--- src/rtl/rle_line_scheduler.sv ---
// Scanline scheduler: walks R, G, B of one line through a shared RLE engine
// and queues the tagged run records in a first-word fall-through FIFO.
module rle_line_scheduler #(
    parameter int ChannelLength = 640,
    parameter int Lines         = 480,
    parameter int MaxRunLength  = 12,
    parameter int FifoDepth     = 16,
    localparam int XW = $clog2(ChannelLength),
    localparam int LW = $clog2(Lines),
    localparam int RW = 2 + LW + XW + MaxRunLength + 8
) (
    input  logic                    CLK,
    input  logic                    RST,
    input  logic                    i_line_valid,
    input  logic [LW-1:0]           i_line_idx,
    output logic                    o_line_done,
    output logic                    o_rd_en,
    output logic [XW-1:0]           o_rd_addr,
    input  logic [23:0]             i_rd_curr,
    input  logic [23:0]             i_rd_prev,
    output logic                    o_eng_rst_n,
    output logic                    o_eng_ready,
    output logic [7:0]              o_eng_curr,
    output logic [7:0]              o_eng_prev,
    input  logic                    i_eng_busy,
    input  logic                    i_eng_ready,
    input  logic [7:0]              i_eng_val,
    input  logic [MaxRunLength-1:0] i_eng_count,
    input  logic [XW-1:0]           i_eng_start_x,
    output logic [RW-1:0]           o_rec_data,
    output logic                    o_rec_valid,
    input  logic                    i_rec_ready,
    output logic                    o_overflow
);

    localparam int AW = $clog2(FifoDepth);
    localparam int CW = AW + 1;

    typedef enum logic [2:0] {
        S_IDLE,
        S_ENG_RST,
        S_READ,
        S_WAIT_RD,
        S_FEED,
        S_WAIT_ENG,
        S_NEXT_CH,
        S_DONE
    } state_e;

    state_e          state_q, state_d;
    logic [1:0]      ch_q, ch_d;
    logic [XW-1:0]   x_q, x_d;
    logic [LW-1:0]   line_q, line_d;
    logic [7:0]      curr_q, curr_d;
    logic [7:0]      prev_q, prev_d;

    logic [RW-1:0]   mem_q [FifoDepth];
    logic [AW-1:0]   wr_ptr_q, wr_ptr_d;
    logic [AW-1:0]   rd_ptr_q, rd_ptr_d;
    logic [CW-1:0]   cnt_q, cnt_d;
    logic            ovf_q, ovf_d;

    logic            empty;
    logic            full;
    logic            pop;
    logic            push;
    logic            free_ok;
    logic [CW-1:0]   free;
    logic [RW-1:0]   rec_in;

    function automatic logic [7:0] sel_byte(
        input logic [23:0] px,
        input logic [1:0]  ch
    );
        logic [7:0] b;
        unique case (ch)
            2'd0:    b = px[23:16];
            2'd1:    b = px[15:8];
            default: b = px[7:0];
        endcase
        return b;
    endfunction

    assign empty   = (cnt_q == '0);
    assign full    = (cnt_q == CW'(FifoDepth));
    assign free    = CW'(FifoDepth) - cnt_q;
    // Two free slots cover the record the engine may still emit for the
    // pixel in flight plus the one this read can produce.
    assign free_ok = (free >= CW'(2));
    assign pop     = !empty && i_rec_ready;
    assign push    = i_eng_ready && (!full || pop);
    assign rec_in  = {ch_q, line_q, i_eng_start_x, i_eng_count, i_eng_val};

    always_comb begin
        wr_ptr_d = wr_ptr_q;
        rd_ptr_d = rd_ptr_q;
        cnt_d    = cnt_q;
        ovf_d    = ovf_q;
        if (push) begin
            wr_ptr_d = wr_ptr_q + AW'(1);
        end
        if (pop) begin
            rd_ptr_d = rd_ptr_q + AW'(1);
        end
        if (push && !pop) begin
            cnt_d = cnt_q + CW'(1);
        end else if (pop && !push) begin
            cnt_d = cnt_q - CW'(1);
        end
        if (i_eng_ready && full && !pop) begin
            ovf_d = 1'b1;
        end
    end

    always_comb begin
        state_d = state_q;
        ch_d    = ch_q;
        x_d     = x_q;
        line_d  = line_q;
        curr_d  = curr_q;
        prev_d  = prev_q;
        unique case (state_q)
            S_IDLE: begin
                if (i_line_valid) begin
                    line_d  = i_line_idx;
                    ch_d    = 2'd0;
                    state_d = S_ENG_RST;
                end
            end
            S_ENG_RST: begin
                x_d     = '0;
                state_d = S_READ;
            end
            S_READ: begin
                if (free_ok) begin
                    state_d = S_WAIT_RD;
                end
            end
            S_WAIT_RD: begin
                curr_d  = sel_byte(i_rd_curr, ch_q);
                prev_d  = sel_byte(i_rd_prev, ch_q);
                state_d = S_FEED;
            end
            S_FEED: begin
                if (!i_eng_busy) begin
                    state_d = S_WAIT_ENG;
                end
            end
            S_WAIT_ENG: begin
                if (!i_eng_busy) begin
                    if (x_q == XW'(ChannelLength - 1)) begin
                        state_d = S_NEXT_CH;
                    end else begin
                        x_d     = x_q + XW'(1);
                        state_d = S_READ;
                    end
                end
            end
            S_NEXT_CH: begin
                if (ch_q == 2'd2) begin
                    state_d = S_DONE;
                end else begin
                    ch_d    = ch_q + 2'd1;
                    state_d = S_ENG_RST;
                end
            end
            S_DONE: begin
                state_d = S_IDLE;
            end
            default: begin
                state_d = S_IDLE;
            end
        endcase
    end

    always_ff @(posedge CLK) begin
        if (RST) begin
            state_q  <= S_IDLE;
            ch_q     <= '0;
            x_q      <= '0;
            line_q   <= '0;
            curr_q   <= '0;
            prev_q   <= '0;
            wr_ptr_q <= '0;
            rd_ptr_q <= '0;
            cnt_q    <= '0;
            ovf_q    <= 1'b0;
        end else begin
            state_q  <= state_d;
            ch_q     <= ch_d;
            x_q      <= x_d;
            line_q   <= line_d;
            curr_q   <= curr_d;
            prev_q   <= prev_d;
            wr_ptr_q <= wr_ptr_d;
            rd_ptr_q <= rd_ptr_d;
            cnt_q    <= cnt_d;
            ovf_q    <= ovf_d;
        end
    end

    // Record storage carries no reset; validity is tracked by cnt_q.
    always_ff @(posedge CLK) begin
        if (!RST && push) begin
            mem_q[wr_ptr_q] <= rec_in;
        end
    end

    assign o_line_done = !RST && (state_q == S_DONE);
    assign o_rd_en     = !RST && (state_q == S_READ) && free_ok;
    assign o_rd_addr   = x_q;
    assign o_eng_rst_n = !RST && (state_q != S_ENG_RST);
    assign o_eng_ready = !RST && (state_q == S_FEED) && !i_eng_busy;
    assign o_eng_curr  = curr_q;
    assign o_eng_prev  = prev_q;
    assign o_rec_valid = !empty;
    assign o_rec_data  = empty ? '0 : mem_q[rd_ptr_q];
    assign o_overflow  = ovf_q;

endmodule
--- config.mk ---
export PLATFORM = sky130hd
export DESIGN_NAME = rle_line_scheduler
export DESIGN_NICKNAME = d
export VERILOG_FILES = /design/src/rtl/rle_line_scheduler.sv
export SDC_FILE = /design/constraint.sdc
export NUM_CORES = 1
export LEC_CHECK = 0
export CAP_MARGIN = 20
export CORE_UTILIZATION = 59
export CTS_CLUSTER_SIZE = 30
export DETAILED_ROUTE_END_ITERATION = 10
export PLACE_DENSITY = 0.79
export SYNTH_ARGS = -nofsm -noshare
export SYNTH_HDL_FRONTEND = slang
export SYNTH_SLANG_ARGS = --single-unit
--- constraint.sdc ---
create_clock -name CLK -period 6.95 [get_ports CLK]
set_input_delay 1.0425 -clock CLK [delete_from_list [all_inputs] [get_ports CLK]]
set_output_delay 1.0425 -clock CLK [all_outputs]
set_load 0.03 [all_outputs]
* Word level (Yosys, flattened, before mapping)
Memories as Yosys holds them, arrays and structs flattened. A register that Yosys moved wholly into a read port is not among the register bits.
Cells that the tools add are included.
** Cells by class
- Add/subtract/negate cells :: 7
- $lt $le $gt $ge :: 1
- Eq/ne operators :: 18
- Mux-type cells :: 22
- Reductions and logical operators :: 30
** Operators with widths (number)
- 41-bit 2-to-1 mux :: 1
- 8-bit case mux with 2 select lines :: 2
- 3-bit case mux with 8 select lines :: 1
- 10-bit 2-to-1 mux :: 2
- 10-bit case mux with 2 select lines :: 1
- 3-bit 2-to-1 mux :: 6
- 1-bit logical AND :: 13
- 3-bit equality test (second input constant) :: 4
- 2-bit != test (second input constant) :: 6
- 10-bit by 1-bit adder with 10-bit output (second input constant) :: 1
- 10-bit equality test (second input constant) :: 1
- 5-bit 2-to-1 mux :: 2
- 4-bit by 1-bit adder with 4-bit output (second input constant) :: 2
- 4-bit 2-to-1 mux :: 2
- 3-bit by 2-bit equality test with 1-bit output (second input constant) :: 2
- 1-bit logical NOT :: 6
- 3-bit AND reduction :: 2
- 2-bit nonzero test :: 3
- 5-bit by 1-bit adder with 5-bit output (second input constant) :: 1
- 5-bit equality test (second input constant) :: 1
- 5-bit by 2-bit >= comparator with 1-bit output (second input constant) :: 1
- 5-bit logical NOT :: 1
- 5-bit by 1-bit subtractor with 5-bit output (second input constant) :: 1
- 5-bit subtractor (first input constant) :: 1
- 13 further kinds :: 15
** Word-level totals
- Bits in registers :: 54
- RAM bits :: 656
- Bits of input ports :: 93
- Output and inout bits :: 73
- Word-level logic and storage cells :: 89
- Memories kept :: 1
** Memories
- mem_q :: words 16, bits a word 41, rd ports 1, clocked after Yosys merged registers in 1, write ports 1, RTL line 57 : logic [RW-1:0] mem_q [FifoDepth];

* Longest topological paths before layout
Gate-level depths: netlist of the first run.
- Depth in word-level cells :: 9
- Depth in mapped cells :: 14
- Gate-level depth less buffers :: 14

* Least setup slack after synthesis of the first run
No wires, ideal clock.
- Kind :: register -> register
- Start point :: register cnt_q[0]
- End point :: memory mem_q[3][0] in the netlist's numbering, enable pin
- Setup time :: 0.490 ns
- Arrival :: 4.733 ns
- Required time :: 6.460 ns
- Setup slack :: 1.726 ns
- Stages on the path, launching flop included :: 10
- Path buffers :: 0
- Clock period less this slack :: 5.224 ns
- Cells stage by stage :: dfxtp_1 inv_1 ha_1 nor3b_1 ha_1 and2b_1 inv_1 a211oi_2 nand2_1 nor3_1
** Between the ends
- Cells in the longest elaborated chain, start to end :: 8
- Elaborated cells between the ends (all ways) :: 10
- Classes of those cells :: eq/ne (1); mux (2); reduce/logical (7)
** RTL lines
- start, declared :: RTL line 60 : logic [CW-1:0] cnt_q, cnt_d;
- start signal, assigned :: RTL line 197 : cnt_q <= cnt_d;
- 5-bit logical NOT :: RTL line 84 : assign empty = (cnt_q == '0);
- 1-bit logical NOT :: RTL line 90 : assign pop = !empty && i_rec_ready;
- 1-bit logical AND :: RTL line 90
- 1-bit logical OR (*) :: RTL line 91 : assign push = i_eng_ready && (!full || pop);
- 1-bit logical AND (*) :: RTL line 91
- 1-bit logical AND (*) :: RTL line 204 : if (!RST && push) begin
- 1-bit 2-to-1 mux (*) :: RTL line 204
- 1-bit 2-to-1 mux (implied by the code) (*) :: RTL line 205 : mem_q[wr_ptr_q] <= rec_in;
- end, declared :: RTL line 57
Every way passes the cells marked *; elsewhere a longest branch is shown, timed or not.

* Worst setup path in the final report of the first run
- Start point :: register cnt_q[0]
- End point :: output port o_rec_data[23]
** Between the ends
- Cells in the longest elaborated chain, start to end :: 2
** RTL lines
- 5-bit logical NOT :: RTL line 84
- 41-bit 2-to-1 mux :: RTL line 217 : assign o_rec_data = empty ? '0 : mem_q[rd_ptr_q];
- end, declared :: RTL line 30 : output logic [RW-1:0] o_rec_data,
No other way between the ends.

==> results of run 1 <==
==> layout by cell type, fill, tap and decap left out, types with 4 or more instances in the layout <==
master           instances
o2bb2ai_1                8
buf_12                   4
nand2_1                 85
mux4_2                 107
clkinv_1                12
clkinv_2                 8
xor2_1                   5
nor2_4                  12
nand2b_1                 7
o31ai_1                  6
edfxtp_1               656
a22oi_1                 41
nor2b_1                  4
a311oi_1                17
clkbuf_1                22
inv_1                   16
buf_4                   27
o21ai_1                 43
nand3_1                  5
o211ai_1                17
o22ai_1                 16
nor3_2                   4
a21oi_1                 75
nand3b_1                 6
clkdlybuf4s50_1        164
or4_1                    6
mux2i_1                116
o21ai_0                 33
clkbuf_16               71
dfxtp_1                 55
ha_1                    17
mux2_2                  18
xnor2_1                  5
nor2_1                  62
==> state kept, by name, summed over array words and instances (netlist names), named ones only <==
| name | count |
|---|---|
| ch_q | 2 |
| o_eng_prev | 8 |
| state_q | 3 |
| o_eng_curr | 8 |
| o_overflow | 1 |
| mem_q | 656 |
| line_q | 9 |
| wr_ptr_q | 4 |
| cnt_q | 5 |
| o_rd_addr | 10 |
| rd_ptr_q | 4 |
==> routing by layer <==
| metal | track usage [%] | wire length (um) | up-vias |
|---|---|---|---|
| met2 | 43.7 | 31400 | 804 |
| met5 | 0 | 10 | - |
| li1 | - | - | 6663 |
| met1 | 35.8 | 24200 | 7909 |
| met3 | 4.96 | 5340 | 106 |
| met4 | 9.32 | 1600 | 2 |
==> where the power goes <==
part | internal, uW | switching, uW | total (uW)
combinational | 1350 | 1740 | 3080
sequential | 4840 | 217 | 5060
clock | 1980 | 1500 | 3480
==> cell type report <==
cell class | count | area, sq um
flip-flops and latches | 714 | 20900
inverters | 17 | 63.8
multi-input cells | 756 | 6900
clock buffers | 93 | 1860
clock inverters | 26 | 200
well taps | 607 | 759
fillers | 2884 | 14300
diodes | 1 | 2.50
repair buffers | 197 | 1940
==> cell families (layout without fill, tap and decap cells) <==
group                      count (synthesis)  in the layout
muxes                                    241            241
and+or+nand+nor                          214            214
other                                      0              1
adders and majority gates                 18             18
buffers and inverters                    106            333
AOI/OAI and AO/OA                        273            273
DFF                                      714            714
xor gates and xnor gates                  10             10
==> worst min-delay path, cell delays in order, from the launching register on <==
cell and delay, ps:
dfxtp_1 330, o31ai_1 70, a21oi_1 50
==> worst min-delay path by stage <==
stage               cells after the start  slack (ps)     startpoint             to
CTS                                     2         500   o_rd_addr[9]   o_rd_addr[9]
global route                            2         520  o_eng_prev[4]  o_eng_prev[4]
detailed placement                      2         480    rd_ptr_q[1]      flip-flop
finish                                  2         500   o_rd_addr[9]   o_rd_addr[9]
floorplan                               2         470    rd_ptr_q[1]      flip-flop
global placement                        2         470    rd_ptr_q[1]      flip-flop
==> per-stage QoR <==
step	instance area, sq um	util, %	worst slack, ps	cells
finish	32600	69.6	1180	2411
global placement	30500	65.1	2000	2288
CTS	32600	69.5	1200	2409
detailed placement	30500	65.1	1840	2290
floorplan	28200	-	1730	1576
global route	32600	69.6	980	2410
==> results.sh, run 1 <==
export IMPL_yosysUniqueCellTypes=59
export IMPL_grt_max_degree=75
export IMPL_ant_nets=0
export IMPL_critPathTopFamily="simple AND/OR/NAND/NOR gates"
export IMPL_dp_final_hpwl_mm=33.6
export IMPL_status="complete, but fails checks"
export IMPL_crit_cells=9
export IMPL_avgSynthCellArea_sq_um=17.9
export IMPL_synth_top_area_share_pct=69.9
export IMPL_vias_per_cell=6.42
export IMPL_synth_cell_area_sq_mm=0.0282
export IMPL_cellPowerDensity_mw_per_mm2=357
export IMPL_synth_xor_area_share_pct=0.311
export IMPL_synth_most_common_cell="edfxtp_1"
export IMPL_grt_usage_pct=26.5
export IMPL_grt_first_pass_wirelength_mm=94.0
export IMPL_overflow=0
export IMPL_die_h_um=221
export IMPL_setup_viol=0
export IMPL_yosysTopAreaCell="edfxtp_1"
export IMPL_cp_arrival_ps=4730
export IMPL_cpPeakStageDelay_ps=1010
export IMPL_critPathKind="reg2out"
export IMPL_synth_compound_area_share_pct=6.00
export IMPL_cts_tree="done"
export IMPL_drive_gt1_share_pct=15.0
export IMPL_clkTransAtPathRegs_ps=60
export IMPL_tns_ps=0
export IMPL_drtPass1Iterations=8
export IMPL_rsz0062_at_grt="no"
export IMPL_hold_class="reg2reg"
export IMPL_p_leak_uw=0.0103
export IMPL_synth_seq_area_share_pct=74.0
export IMPL_crit_buf_inv=2
export IMPL_ys_ff_latch=714
export IMPL_cp_cell_sequence="inv_1, ha_1, nor3b_1, ha_1, or2_1, nor2_2, a22oi_1, o211ai_1, clkdlybuf4s50_1"
export IMPL_synth_fp_nets=1687
export IMPL_post_cts_buffers=0
export IMPL_dieWidth_um=221
export IMPL_hold_ws_ps=496
export IMPL_synth_edff_count=656
export IMPL_core_sq_mm=0.0469
export IMPL_max_freq_mhz=173
export IMPL_place_congestion=0.763
export IMPL_critPathCaptureType="output port"
export IMPL_vias=15500
export IMPL_synthTopCellsByArea="edfxtp_1, mux4_2, dfxtp_1, mux2i_1, a21oi_1"
export IMPL_reg2reg_from="cnt_q[0]"
export IMPL_required_ps=5910
export IMPL_drt_iter0_drc=1703
export IMPL_synth_cells=1576
export IMPL_numPortBuffers=165
export IMPL_synth_simple_area_share_pct=3.52
export IMPL_cts_buffer_depth=3
export IMPL_post_drt_wl_per_cell_um=25.9
export IMPL_ys_top_cells_by_count="edfxtp_1, mux2i_1, mux4_2"
export IMPL_cts_sinks=714
export IMPL_path_max_fanout=18
export IMPL_dieArea_sq_mm=0.0486
export IMPL_slew_viol_final=0
export IMPL_fin_crit_ps=5770
export IMPL_drc=8
export IMPL_critPathLaunchType="flip-flop"
export IMPL_ir_drop_mv=0.221
export IMPL_synth_mux_area_share_pct=13.4
export IMPL_synth_flop_cell="edfxtp_1"
export IMPL_cp_slowest_cell="nor2_2"
export IMPL_start_util_pct=60.2
export IMPL_fin_crit_sh_pct=83.1
export IMPL_grt_pass1_vias=15600
export IMPL_post_cts_resized=0
export IMPL_hold_viol=0
export IMPL_endpoint="o_rec_data[23]"
export IMPL_total_power_uw=11600
export IMPL_antenna_found_initial=1
export IMPL_yosys_warnings=0
export IMPL_cts_max_level=3
export IMPL_rrSetupSlack_ps=2810
export IMPL_cap_viol_max_count=0
export IMPL_wirelength_mm=62.6
export IMPL_r2r_end="mem_q[4][13]"
export IMPL_ios=166
export IMPL_root_buffer="clkbuf_16"
export IMPL_violations="design-rule violations"
export IMPL_async_flop_share_pct=0
export IMPL_areaGrowthSynthToFinish_pct=15.7
export IMPL_relSlewSlack_pct=26.6
export IMPL_synth_top_family_by_area="multiplexers"
export IMPL_worstSkewPairLatency_ps=590
export IMPL_finalNetCount=1865
export IMPL_rows=79
export IMPL_numCtsBuffers=68
export IMPL_tightestPinTransition_ps=1100
export IMPL_skew_ps=19.4
export IMPL_reg2reg_depth=10
export IMPL_synthAdderAreaFrac_pct=0.826
export IMPL_startpoint="cnt_q[0]"
export IMPL_path_common_cell="ha_1"
export IMPL_cts_hold_buf=0
Power figures use the tool's default switching activity.
==> inputs of run 2 (changes only) <==
--- a/config.mk
+++ b/config.mk
@@ -6,10 +6,10 @@
 export NUM_CORES = 1
 export LEC_CHECK = 0
 export CAP_MARGIN = 20
-export CORE_UTILIZATION = 59
+export CORE_UTILIZATION = 54
 export CTS_CLUSTER_SIZE = 30
 export DETAILED_ROUTE_END_ITERATION = 10
-export PLACE_DENSITY = 0.79
+export PLACE_DENSITY = 0.76
 export SYNTH_ARGS = -nofsm -noshare
 export SYNTH_HDL_FRONTEND = slang
 export SYNTH_SLANG_ARGS = --single-unit
==> constraint.sdc (replaced) <==
create_clock -name CLK -period 5.3 [get_ports CLK]
set_input_delay 0.795 -clock CLK [delete_from_list [all_inputs] [get_ports CLK]]
set_output_delay 0.795 -clock CLK [all_outputs]
set_load 0.03 [all_outputs]
==> run 2 against run 1 <==
  * The run now ends clean
  * Cell count is 3.5% higher
  * Highest routed layer is now met4
  * Clock skew hardly changed
  * Worst hold slack better by 4.4 ps
  * Die area is 9.2% higher
  * Register-to-register slack worse by 1700 ps
  * Flip-flop and latch count stayed put
  * Worst setup slack worse by 900 ps
  * Combinational power is 32% higher
  * Power is 33% higher
  * Sequential share of layout area is 0.75 points lower
  * Non-clock buffer count is 10 higher
  * Global-route usage is 3.2 points lower
==> results.sh, run 2 (synthesized netlist as in run 1, its figures left out) <==
export IMPL_required_ps=4510
export IMPL_final_instance_count_excl_fill=2495
export IMPL_critPathCaptureType="output port"
export IMPL_dieWidth_um=230
export IMPL_dieArea_sq_mm=0.0531
export IMPL_cts_max_level=3
export IMPL_cellPowerDensity_mw_per_mm2=467
export IMPL_regMostFlops="mem_q"
export IMPL_internal_power_uw=10900
export IMPL_n_fill_cell=3447
export IMPL_skew_ps=19.3
export IMPL_hold_class="reg2reg"
export IMPL_numPortBuffers=165
export IMPL_cts_buffer_depth=3
export IMPL_grt_max_degree=63
export IMPL_critPathKind="reg2out"
export IMPL_p_switching_uw=4540
export IMPL_cp_cell_sequence="inv_1, ha_1, nor3b_1, ha_1, or2_2, nor2_2, buf_4, a22oi_1, o211ai_1, clkdlybuf4s50_1"
export IMPL_clkPwrFrac_pct=30.8
export IMPL_drc=0
export IMPL_overflow=0
export IMPL_grt_usage_pct=23.3
export IMPL_worstSkewPairLatency_ps=600
export IMPL_dp_final_hpwl_mm=34.1
export IMPL_combPwrFrac_pct=26.4
export IMPL_ir_drop_mv=0.290
export IMPL_diodes=0
export IMPL_cts_tree="done"
export IMPL_rsz0062_at_grt="no"
export IMPL_relSlewSlack_pct=29.6
export IMPL_drtPass1Iterations=5
export IMPL_clkTransAtPathRegs_ps=60
export IMPL_numCtsBuffers=69
export IMPL_path_max_fanout=18
export IMPL_fin_crit_sh_pct=94.7
export IMPL_tightestPinTransition_ps=1050
export IMPL_grt_first_pass_wirelength_mm=92.0
export IMPL_drive_gt1_share_pct=16.1
export IMPL_start_util_pct=54.8
export IMPL_max_freq_mhz=199
export IMPL_vias=15200
export IMPL_largest_reg_flops=656
export IMPL_path_common_cell="ha_1"
export IMPL_cap_viol_max_count=0
export IMPL_final_cell_mix="edfxtp_1, clkdlybuf4s50_1, mux2i_1"
export IMPL_areaGrowthSynthToFinish_pct=17.0
export IMPL_cts_sinks=714
export IMPL_die_h_um=230
export IMPL_cp_slowest_cell="ha_1"
export IMPL_ios=166
export IMPL_antenna_found_initial=0
export IMPL_final_common_cell="edfxtp_1"
export IMPL_cpPeakStageDelay_ps=660
export IMPL_hold_viol=0
export IMPL_dpl_cell_count=2371
export IMPL_setup_viol=0
export IMPL_grt_pass1_vias=15600
export IMPL_slew_viol_final=0
export IMPL_critPathLaunchType="flip-flop"
export IMPL_switching_share_pct=29.4
export IMPL_tns_ps=0
export IMPL_post_drt_wl_per_cell_um=24.3
export IMPL_vias_per_cell=6.09
export IMPL_core_sq_mm=0.0514
export IMPL_fin_crit_ps=5020
export IMPL_seqPwrFrac_pct=42.8
export IMPL_rows=83
export IMPL_status="complete, no violations"
export IMPL_place_congestion=0.772
export IMPL_root_buffer="clkbuf_16"
export IMPL_finalNetCount=1876
export IMPL_ant_nets=0
export IMPL_wirelength_mm=60.7
export IMPL_p_leak_uw=0.0105
export IMPL_cp_arrival_ps=4220
export IMPL_drt_iter0_drc=1298
run 2: power by group through the flow:
stage | logic [uW] | clock network, uW | registers (uW)
2_1_floorplan | 2890 | 0 | 6610
3_3_place_gp | 4030 | 0 | 6700
3_5_place_dp | 4080 | 0 | 6720
4_1_cts | 4100 | 4810 | 6610
5_1_grt | 4350 | 5040 | 6630
6_report | 4070 | 4740 | 6600
run 2: through the flow:
step           setup WS, ps  area (sq um)  total power, uW  hold slack (ps)  util, %
2_1_floorplan          76.4         28200             9500              468        -
3_3_place_gp            548         30800            10700              472     59.8
3_5_place_dp            460         30800            10800              484     59.9
4_1_cts                25.6         33000            15500              505     64.1
5_1_grt                39.6         33000            16000              522     64.2
6_report                282         33000            15400              501     64.2
run 2: path summary, 6_finish.rpt:
check                 from            end  slack (ps)  cells past startpoint
max               cnt_q[0]  o_rec_data[9]         280                     10
min          o_eng_prev[4]  o_eng_prev[4]         500                      2
max reg2reg       cnt_q[0]       cnt_q[4]        1160                     14
min reg2reg  o_eng_prev[4]  o_eng_prev[4]         500                      2
run 2: cell type report:
type,count,area (sq um),area share (%)
Tap cell,680,851,2.58
Clock inverter,27,235,0.713
Sequential cell,714,20900,63.3
Multi-Input combinational cell,756,6900,20.9
Clock buffer,94,1950,5.90
Timing Repair Buffer,207,2120,6.43
Inverter,17,63.8,0.193
run 2: timing repair:
action / 4_1_cts / 5_1_grt
hold buffers: 0 / 0
setup endpoints to repair: 16 / 16
gates cloned: 0 / 0
buffers inserted: 2 / 0
resized for setup: 0 / 1
pin swaps: 1 / 0
run 2: layer usage:
metal	track usage, %	up-vias	part of all wire, %
met4	8.30	0	2.4
met5	0	-	0
met1	31.1	7724	40
met3	4.94	100	8.2
li1	-	6713	-
met2	38.2	651	49
run 2: critical path: cells and delay by family (launching register included):
kind	cells	cell delay [ps]
buffers and inverters	3	1020
and+or+nand+nor	3	1000
adders and majority gates	2	830
AOI/OAI and AO/OA	2	390
DFF	1	380
==> inputs of run 3 (changes only) <==
--- a/config.mk
+++ b/config.mk
@@ -9,7 +9,7 @@
 export CORE_UTILIZATION = 54
 export CTS_CLUSTER_SIZE = 30
 export DETAILED_ROUTE_END_ITERATION = 10
-export PLACE_DENSITY = 0.76
+export PLACE_DENSITY_LB_ADDON = 0.05
 export SYNTH_ARGS = -nofsm -noshare
 export SYNTH_HDL_FRONTEND = slang
 export SYNTH_SLANG_ARGS = --single-unit
==> run 3 against run 2 <==
  * Cell count up 0.72%
  * First-iteration DRC count is 2.3% higher
  * Count of clock-buffer cells in the layout down 4
  * Critical path depth unchanged
  * Non-clock buffer count is 6 higher
  * Wire length rose by 6.7%
  * Design area up 1.2%
  * Core utilization grew 0.75 points
  * Die area unchanged
  * Maximum frequency rose by 1.6%
  * Global-route usage increased by 1.5 points
  * Sequential share of layout area shrank 0.74 points
==> results.sh, run 3 (synthesized netlist as in run 1, its figures left out) <==
export IMPL_status="complete, no violations"
export IMPL_n_fill_cell=3622
export IMPL_root_buffer="clkbuf_16"
export IMPL_critPathTopFamily="simple AND/OR/NAND/NOR gates"
export IMPL_clkTransAtPathRegs_ps=60
export IMPL_worstSkewPairLatency_ps=600
export IMPL_cellPowerDensity_mw_per_mm2=479
export IMPL_relSlewSlack_pct=24.4
export IMPL_p_switching_uw=4680
export IMPL_hold_viol=0
export IMPL_post_cts_buffers=0
export IMPL_antenna_found_initial=1
export IMPL_die_h_um=230
export IMPL_rsz0062_at_grt="no"
export IMPL_critPathKind="reg2out"
export IMPL_cts_hold_buf=0
export IMPL_switching_share_pct=29.3
export IMPL_max_freq_mhz=202
export IMPL_cp_cell_sequence="inv_1, ha_1, nor3b_1, ha_1, buf_4, or3_1, nor2_1, a21oi_1, o211ai_1, clkdlybuf4s50_1"
export IMPL_grt_max_degree=65
export IMPL_post_drt_wl_per_cell_um=25.8
export IMPL_ios=166
export IMPL_place_congestion=0.806
export IMPL_p_leak_uw=0.0107
export IMPL_multi_input_area_sq_mm=0.00690
export IMPL_grt_first_pass_wirelength_mm=96.3
export IMPL_post_cts_resized=0
export IMPL_internal_power_uw=11300
export IMPL_cp_slowest_cell="or3_1"
export IMPL_reg2reg_from="cnt_q[0]"
export IMPL_cpPeakStageDelay_ps=830
export IMPL_largest_reg_flops=656
export IMPL_drt_iter0_drc=1328
export IMPL_combPwrFrac_pct=26.3
export IMPL_path_max_fanout=17
export IMPL_drtPass1Iterations=6
export IMPL_dpl_cell_count=2377
export IMPL_setup_viol=0
export IMPL_worstHoldPathCells=2
export IMPL_r2r_end="cnt_q[4]"
export IMPL_drc=0
export IMPL_dieWidth_um=230
export IMPL_rows=83
export IMPL_slew_viol_final=0
export IMPL_numCtsBuffers=73
export IMPL_hold_start="o_eng_curr[5]"
export IMPL_final_instance_count_excl_fill=2513
export IMPL_grt_pass1_vias=15200
export IMPL_drive_gt1_share_pct=17.4
export IMPL_seq_area_sq_mm=0.0209
export IMPL_clkPwrFrac_pct=32.6
export IMPL_path_common_cell="ha_1"
export IMPL_tns_ps=0
export IMPL_core_sq_mm=0.0514
export IMPL_required_ps=4510
export IMPL_final_cell_mix="edfxtp_1, clkdlybuf4s50_1, mux2i_1"
export IMPL_critPathLaunchType="flip-flop"
export IMPL_met1_length_mm=28.5
export IMPL_start_util_pct=54.8
export IMPL_dieArea_sq_mm=0.0531
export IMPL_hold_class="reg2reg"
export IMPL_cts_max_level=3
export IMPL_rrSetupSlack_ps=1180
export IMPL_skew_ps=17.0
export IMPL_regMostFlops="mem_q"
export IMPL_finalNetCount=1886
export IMPL_dr_max_layer_used="met4"
export IMPL_ir_drop_mv=0.350
export IMPL_routed_wl_met3_mm=3.49
export IMPL_reg2reg_depth=15
export IMPL_cts_tree="done"
export IMPL_numPortBuffers=165
export IMPL_areaGrowthSynthToFinish_pct=18.4
export IMPL_fin_crit_ps=4940
export IMPL_cts_buffer_depth=3
export IMPL_ant_nets=0
export IMPL_vias_per_cell=6.04
export IMPL_final_common_cell="edfxtp_1"
export IMPL_cts_sinks=714
export IMPL_seqPwrFrac_pct=41.2
export IMPL_critPathCaptureType="output port"
export IMPL_cp_arrival_ps=4150
export IMPL_grt_usage_pct=24.8
export IMPL_crit_buf_inv=3
export IMPL_cap_viol_max_count=0
export IMPL_fin_crit_sh_pct=93.2
export IMPL_hold_ws_ps=497
export IMPL_met2_wirelength_mm=31.5
export IMPL_tightestPinTransition_ps=1130
export IMPL_wirelength_mm=64.7
export IMPL_vias=15200
export IMPL_holdPathEnd="o_eng_curr[5]"
export IMPL_dp_final_hpwl_mm=36.7
export IMPL_overflow=0
## run 3: cell count changes in the layout (fill, tap and decap cells not counted), sizes merged
cell,previous run,this run
clkdlybuf4s50,163,164
buf,44,49
clkinv,20,28
inv,20,19
bufinv,3,8
diode,0,1
clkinvlp,1,4
clkbuf,94,90
## run 3: per-layer routing
layer | global-route usage [%] | up-vias
met5 | 0 | -
met4 | 7.60 | 0
met3 | 3.80 | 90
met2 | 39.4 | 455
met1 | 35.8 | 7890
li1 | - | 6734
## run 3: cell type report
type                    count  share of cell area [%]
diodes                      1                 0.00750
clock buffers              90                    6.07
clock inverters            42                    1.30
inverters                  17                   0.191
multi-input cells         756                    20.7
flip-flops and latches    714                    62.5
well taps                 680                    2.55
repair buffers            213                    6.66
## run 3: how the worst max path moves through the flow
stage	start	endpoint	slack, ps	cells after the start
3_5_place_dp	cnt_q[0]	o_rec_data[38]	960	10
6_report	cnt_q[0]	o_rec_data[32]	360	10
5_1_grt	cnt_q[0]	o_rec_data[32]	150	10
4_1_cts	cnt_q[0]	o_rec_data[38]	310	10
3_3_place_gp	cnt_q[0]	o_rec_data[38]	1040	10
2_1_floorplan	cnt_q[0]	mem_q[3][0]	80	9
## run 3: power by group through the flow
stage | combinational [uW] | sequential, uW | clock [uW]
5_1_grt | 4470 | 6600 | 5500
2_1_floorplan | 2890 | 6610 | 0
4_1_cts | 4220 | 6570 | 5300
6_report | 4190 | 6580 | 5200
3_3_place_gp | 4180 | 6680 | 0
3_5_place_dp | 4210 | 6700 | 0
## run 3: worst min-delay path: stages, from the launching register on
cell	delay (ps)
dfxtp_1	300
nor2_1	90
a311oi_1	50
## run 3: stage by stage
step                      area [sq um]  total power, uW  worst slack, ps  utilization (%)
after floorplan                  28200             9500             76.4                -
after global placement           30800            10900             1040             60.0
after detailed placement         30800            10900              959             60.0
after CTS                        33300            16100              314             64.8
after global routing             33400            16600              154             64.9
final                            33400            16000              359             64.9
